### config.mk
export PLATFORM = sky130hd
export DESIGN_NAME = seq_detector_param_flat
export DESIGN_NICKNAME = d
export VERILOG_FILES = /design/src/rtl/seq_det_pkg.sv /design/src/rtl/seq_detector_param_if.sv /design/src/rtl/sat_counter.sv /design/src/rtl/seq_detector_param.sv /design/src/flat_wrapper.sv
export SDC_FILE = /design/constraint.sdc
export NUM_CORES = 1
export LEC_CHECK = 0
export ABC_AREA = 1
export CAP_MARGIN = 10
export CORE_UTILIZATION = 40
export DETAILED_ROUTE_END_ITERATION = 16
export PLACE_DENSITY_LB_ADDON = 0.1
export SLEW_MARGIN = 30
export SYNTH_ARGS = -nofsm -noshare
export SYNTH_HDL_FRONTEND = slang
export SYNTH_SLANG_ARGS = --single-unit
### constraint.sdc
create_clock -name clock -period 1.7 [get_ports clock]
set_input_delay 0.17 -clock clock [delete_from_list [all_inputs] [get_ports clock]]
set_output_delay 0.17 -clock clock [all_outputs]
set_load 0.005 [all_outputs]
### src/rtl/seq_det_pkg.sv
// Shared defaults, mode encodings and state type for the parameterised sequence detector.
package seq_det_pkg;

  localparam int          DEF_PAT_LEN   = 4;
  localparam logic [3:0]  DEF_RESET_PAT = 4'b1011;
  localparam int          DEF_CNT_W     = 8;

  localparam int MODE_MOORE  = 0;
  localparam int MODE_MEALY  = 1;
  localparam int OVERLAP_OFF = 0;
  localparam int OVERLAP_ON  = 1;

  typedef enum logic {
    FILLING = 1'b0,
    ARMED   = 1'b1
  } fill_state_e;

endpackage

### src/rtl/seq_detector_param_if.sv
// Serial stream, pattern control and match reporting signals of the sequence detector.
interface seq_detector_param_if
  import seq_det_pkg::*;
#(
  parameter int PAT_LEN = DEF_PAT_LEN,
  parameter int CNT_W   = DEF_CNT_W
);
  logic               sequence_valid;
  logic               sequence_in;
  logic               pattern_load;
  logic [PAT_LEN-1:0] pattern;
  logic               count_clear;
  logic               detector_out;
  logic [CNT_W-1:0]   match_count;
  logic               count_sat;

  modport master (
    output sequence_valid, sequence_in, pattern_load, pattern, count_clear,
    input  detector_out, match_count, count_sat
  );

  modport slave (
    input  sequence_valid, sequence_in, pattern_load, pattern, count_clear,
    output detector_out, match_count, count_sat
  );
endinterface

### src/rtl/sat_counter.sv
// Saturating event counter with a sticky saturation flag; clear wins over increment but keeps it.
module sat_counter #(
  parameter int W = 8
) (
  input  logic         clock,
  input  logic         reset,
  input  logic         inc,
  input  logic         clr,
  output logic [W-1:0] count,
  output logic         sat
);

  always_ff @(posedge clock) begin
    if (reset) begin
      count <= '0;
      sat   <= 1'b0;
    end else if (clr) begin
      count <= inc ? W'(1) : '0;
      sat   <= 1'b0;
    end else if (inc) begin
      if (&count) begin
        sat <= 1'b1;
      end else begin
        count <= count + 1'b1;
      end
    end
  end

endmodule

### src/rtl/seq_detector_param.sv
// Serial pattern detector with loadable pattern, Moore/Mealy output timing,
// optional overlap and a saturating match counter.
module seq_detector_param
  import seq_det_pkg::*;
#(
  parameter int                 PAT_LEN   = DEF_PAT_LEN,
  parameter logic [PAT_LEN-1:0] RESET_PAT = PAT_LEN'(DEF_RESET_PAT),
  parameter int                 MEALY     = MODE_MOORE,
  parameter int                 OVERLAP   = OVERLAP_ON,
  parameter int                 CNT_W     = DEF_CNT_W
) (
  input  logic                clock,
  input  logic                reset,
  seq_detector_param_if.slave bus
);

  localparam int             FW         = $clog2(PAT_LEN + 1);
  localparam logic [FW-1:0]  FULL       = FW'(PAT_LEN);
  localparam bit             IS_MEALY   = (MEALY == MODE_MEALY);
  localparam bit             NO_OVERLAP = (OVERLAP == OVERLAP_OFF);

  logic [PAT_LEN-1:0] pat_q;
  logic [PAT_LEN-1:0] hist_q;
  logic [PAT_LEN-1:0] cand;
  logic [FW-1:0]      fill_q;
  logic [FW-1:0]      cand_fill;
  fill_state_e        state;
  logic               match;
  logic               det_q;
  logic [CNT_W-1:0]   count;
  logic               sat;
  logic               unused_hist_msb;

  // The oldest history bit shifts out and never takes part in a comparison.
  assign unused_hist_msb = hist_q[PAT_LEN-1];

  assign state     = (fill_q == FULL) ? ARMED : FILLING;
  assign cand      = {hist_q[PAT_LEN-2:0], bus.sequence_in};
  assign cand_fill = (state == ARMED) ? FULL : fill_q + 1'b1;
  assign match     = bus.sequence_valid & ~bus.pattern_load
                   & (cand_fill == FULL) & (cand == pat_q);

  always_ff @(posedge clock) begin
    if (reset) begin
      pat_q  <= RESET_PAT;
      hist_q <= '0;
      fill_q <= '0;
      det_q  <= 1'b0;
    end else if (bus.pattern_load) begin
      pat_q  <= bus.pattern;
      hist_q <= '0;
      fill_q <= '0;
      det_q  <= 1'b0;
    end else begin
      det_q <= match;
      if (bus.sequence_valid) begin
        hist_q <= cand;
        fill_q <= (match && NO_OVERLAP) ? '0 : cand_fill;
      end
    end
  end

  assign bus.detector_out = IS_MEALY ? (match & ~reset) : det_q;

  sat_counter #(
    .W(CNT_W)
  ) u_cnt (
    .clock (clock),
    .reset (reset),
    .inc   (match),
    .clr   (bus.count_clear),
    .count (count),
    .sat   (sat)
  );

  assign bus.match_count = count;
  assign bus.count_sat   = sat;

endmodule

### src/flat_wrapper.sv
// flat-port wrapper written by rule: the top's interface ports become plain ports
module seq_detector_param_flat import seq_det_pkg::*;
#(
  parameter int                 PAT_LEN   = DEF_PAT_LEN,
  parameter logic [PAT_LEN-1:0] RESET_PAT = PAT_LEN'(DEF_RESET_PAT),
  parameter int                 MEALY     = MODE_MOORE,
  parameter int                 OVERLAP   = OVERLAP_ON,
  parameter int                 CNT_W     = DEF_CNT_W
)
  (clock, reset, bus_sequence_valid, bus_sequence_in, bus_pattern_load, bus_pattern, bus_count_clear, bus_detector_out, bus_match_count, bus_count_sat);
  seq_detector_param_if #(.PAT_LEN(PAT_LEN), .CNT_W(CNT_W)) bus_i ();
  input  logic clock;
  input  logic reset;
  input wire logic [$bits(bus_i.sequence_valid)-1:0] bus_sequence_valid;
  input wire logic [$bits(bus_i.sequence_in)-1:0] bus_sequence_in;
  input wire logic [$bits(bus_i.pattern_load)-1:0] bus_pattern_load;
  input wire logic [$bits(bus_i.pattern)-1:0] bus_pattern;
  input wire logic [$bits(bus_i.count_clear)-1:0] bus_count_clear;
  output wire logic [$bits(bus_i.detector_out)-1:0] bus_detector_out;
  output wire logic [$bits(bus_i.match_count)-1:0] bus_match_count;
  output wire logic [$bits(bus_i.count_sat)-1:0] bus_count_sat;
  assign bus_i.sequence_valid = bus_sequence_valid;
  assign bus_i.sequence_in = bus_sequence_in;
  assign bus_i.pattern_load = bus_pattern_load;
  assign bus_i.pattern = bus_pattern;
  assign bus_i.count_clear = bus_count_clear;
  assign bus_detector_out = bus_i.detector_out;
  assign bus_match_count = bus_i.match_count;
  assign bus_count_sat = bus_i.count_sat;
  seq_detector_param #(.PAT_LEN(PAT_LEN), .RESET_PAT(RESET_PAT), .MEALY(MEALY), .OVERLAP(OVERLAP), .CNT_W(CNT_W)) u_core (.clock(clock), .reset(reset), .bus(bus_i));
endmodule
==> results of run 1 <==
registers in the layout, summed over array words and instances, names as in the netlist:
name                     count
u_core.bus.detector_out      1
u_core.u_cnt.sat             1
u_core.u_cnt.count           8
u_core.fill_q                3
u_core.pat_q                 4
u_core.hist_q                3
layer usage:
layer,vias to the layer above,wire length (µm),track usage
met5,-,0,0
met4,0,31,0.09402
met3,4,125,0.03056
met2,31,1090,0.2831
met1,495,1221,0.2583
li1,587,-,-
stage by stage:
step                hold slack, ns  cell area [µm²]  power [mW]    util  setup slack (ns)
floorplan                   0.2704             1109      0.5528       -            0.2499
global placement            0.4466             1375      0.5943  0.5403            0.1025
detailed placement          0.4587             1375      0.5965  0.5403           0.09309
CTS                         0.4468             1398      0.8322  0.5492           0.07813
global route                0.4791             1414      0.8651  0.5556           0.01381
finish                      0.4592             1414      0.8225  0.5556            0.1539
cell type report:
class	count	area, µm²	share of cell area
multi-input cells	112	599.3	0.4239
flip-flops and latches	20	402.9	0.2850
repair buffers	26	242.7	0.1717
inverters	29	108.9	0.07699
well taps	30	37.54	0.02655
clock buffers	3	22.52	0.01593
worst reg2reg max path: stages, from the launching register on:
cell     delay, ns
dfxtp_2       0.35
inv_2         0.04
ha_1          0.30
nor2_1        0.09
nand2_1       0.06
nor2_1        0.11
nand2_2       0.11
nor2_4        0.18
nand3_1       0.09
nand2_1       0.06
nand2_1       0.05
nor2_2        0.06
cells in the final DEF (no fill, tap or decap):
master           netlist  final
inv_2                  2      2
nor2_2                 1      1
buf_4                  0      7
nand3_4                1      1
nor3_1                 2      2
clkinv_1               1      1
nor2_4                 2      3
nand4_1                7      7
o211ai_1               1      1
nand3_1               15     15
nand2_1               28     27
clkbuf_4               0      3
clkdlybuf4s50_1        0     19
dfxtp_1               20     18
o21ai_0                5      5
nand3_2                2      2
inv_1                 26     26
nand2_2                0      1
a21oi_1               13     13
dfxtp_2                0      2
o21a_1                 1      1
xor2_1                 3      3
a211oi_1               4      4
ha_1                   3      3
nor2_1                23     23
logic make-up (layout without fill, tap and decap cells):
kind of cell	after synthesis	count (layout)	share of synthesized area
AO/OA/AOI/OAI	24	24	0.1219
XOR/XNOR	3	3	0.02371
adder cells (fa/ha/maj)	3	3	0.03386
buffers and inverters	32	58	0.1106
flip-flops	20	20	0.3612
AND/OR/NAND/NOR	81	82	0.3488
what timing repair did:
item	4_1_cts	5_1_grt
setup endpoints to repair	0	6
resized for setup	0	4
hold endpoints to repair	0	0
path summary, 6_finish.rpt:
path	end	slack, ns	cells after the start
hold / removal	u_core.pat_q[3]$_SDFFE_PP1P_	0.46	3
setup reg to reg	u_core.u_cnt.count[7]$_SDFFE_PP0P_	0.15	11
setup / recovery	u_core.u_cnt.count[7]$_SDFFE_PP0P_	0.15	11
hold reg to reg	u_core.u_cnt.sat$_SDFFE_PP0P_	0.48	1
Yosys cell counts (all sizes together):
library cell  count
clkbuf            1
nand2            28
ha                3
inv              28
nand3            18
a21oi            13
a211oi            4
nand4             7
o21ai             5
o211ai            1
clkinv            1
dfxtp            20
o21a              1
nor3              2
xor2              3
buf               2
nor2             26
report_power, final:
part           switching, mW  total (mW)  leakage [nW]  internal [mW]
combinational         0.0557       0.101         0.420         0.0449
sequential           0.00664       0.487         0.164          0.480
clock                  0.152       0.235        0.0138         0.0827
==> summary by stage, run 1 <==
Synthesis
The average cell area after synthesis is 6.801 µm². The synthesized design contains 20 register bits. Ranked by total cell area, the synthesized netlist is headed by dfxtp_1, nand2_1, inv_1, nor2_1, nand3_1. The area fraction of the dominant cell type after synthesis is 0.3612. The yosys synthesis warning count is 0.

Yosys mapped the design onto 22 distinct sky130hd cell types. The post-synth net total is 176. The sequential-to-total area share from yosys stat is 0.3612. The biggest area consumer among synthesized cells is dfxtp_1. The synthesized cell area is 1109 µm². The cell count after synthesis is 163.

Place
The count of buffers from port buffering is 19. Detailed placement finished with a half-perimeter wire length of 1846 µm. The placed cell count is 216. At the end of routability-driven placement, the weighted congestion stood at 0.8009.

Layout
The number of antenna diodes in the final layout is 0. The synthesis-to-finish area growth is 27.54%. The count of cells in the finished layout, fillers not included, comes to 220.

Fill cells in the final layout number 258. Of the cells placed in the final design, the portion with a size suffix greater than 1 is 0.1158. After the last flow step, the layout net total stands at 205.

Routing
After detailed routing, the total wire length is 2468 µm. Summing over every cut layer, the via total after detailed routing is 1117. In this run, the number of DRC markers left after iteration 0 of detailed routing was 17. The routed via count divided by cell count is 5.077. The count of unresolved DRC violations after routing is 0. The average wire per standard cell is 11.22 µm.

The remaining number of nets flagged by the antenna check after routing is 0. The number of detailed-route iterations in the first pass is 4.

Setup path
STA puts the critical path data required time at 1.96 ns. The slowest stage of the critical path belongs to the cell dfxtp_2. Walking the worst path, the cells encountered are inv_2, ha_1, nor2_1, nand2_1, nor2_1, nand2_2, nor2_4, nand3_1, nand2_1, nand2_1, nor2_2. The critical path starts at u_core.fill_q[0]$_SDFFE_PP0P_. The stage delay of the slowest cell on the critical path is 0.35 ns. The worst setup path is of the register to register kind. Together, buffers and inverters on the worst path number 1. In this run the critical register-to-register path is launched from u_core.fill_q[0]$_SDFFE_PP0P_. In this run the worst path has a maximum fanout of 5. The signal arrival time at the worst endpoint is 1.80 ns. On the critical path the largest part of the delay comes from simple AND/OR/NAND/NOR gates. The kind of end point of the critical path is a register.

STA classifies the critical path startpoint as a register. Among the stages of the critical path, the cell type that occurs most often is nand2_1.

Power
Summed over all cells, the static leakage comes to 0.5971 nW. The largest voltage drop on the vdd net is 0.5147 mV. The power per unit of standard cell area is 581.7 nW/µm².

STA
Dividing the final minimum period by the clock period gives 0.9095. The slew at the pin closest to its max-slew limit is 0.2622 ns. For the final database, setup skew stands at 0.005100 ns. Counting I/O delays and the setup requirement, the final critical path takes 1.546 ns. Setup repair after global routing left no endpoint under its margin. Setup total negative slack on the finished layout was measured at 0 ns.

The relative max-transition margin is 0.8239. Derived from the worst setup path, the maximum achievable clock frequency is 646.8 MHz. The total count of hold-check failures in the final report is 0.

The number of max-slew violations in the final report is 0. Setup violations remaining at the end of the flow were counted as 0.

GRT
Global routing finished with a remaining overflow of 0. The number of antenna violations at the first check in global routing is 0. The first-pass GRT wire length is 3953 µm. The overall track demand over capacity in global routing is 0.1892. Entering global routing, the biggest net connects 12 pins.

The number of global-route vias before repair is 953.

Run
The max-cap check violation count is 0.

Floorplanning
Pin placement for this block handled 20 I/O pins. The core region area is 2545 µm². The effective utilization at floorplan is 0.4356. In this run the horizontal extent of the chip is 54.65 µm. The chip height is 54.65 µm.

The die covers 2986 µm². The number of cell rows is 18.

Status
The run finished with clean final reports.

Clocking
The clock transition at the registers of the reported paths is 0.12 ns. The number of H-tree levels is 1. TritonCTS built the clock tree.

The clock passes through at most 2 buffers. The tree is rooted in a clkbuf_4. Hold repair after CTS inserted 0 buffers. The clock reaches the later pin of the worst-skew pair after 0.30 ns. Post-CTS timing repair inserted 0 buffers for setup. TritonCTS created 3 clock buffers. The clock net in this run drives a total of 20 sinks.

Worst hold path
The worst min-delay path class is input pin to register. The hold path startpoint is bus_pattern[3].
No activity file was read; power rests on OpenSTA's default activity.
==> inputs of run 2 (changes only) <==
--- a/config.mk
+++ b/config.mk
@@ -10,6 +10,7 @@
 export CORE_UTILIZATION = 40
 export DETAILED_ROUTE_END_ITERATION = 16
 export PLACE_DENSITY_LB_ADDON = 0.1
+export SKIP_LAST_GASP = 1
 export SLEW_MARGIN = 30
 export SYNTH_ARGS = -nofsm -noshare
 export SYNTH_HDL_FRONTEND = slang
==> results of run 2 <==
The final DEF is identical to that of run 1; final timing and power are the same.
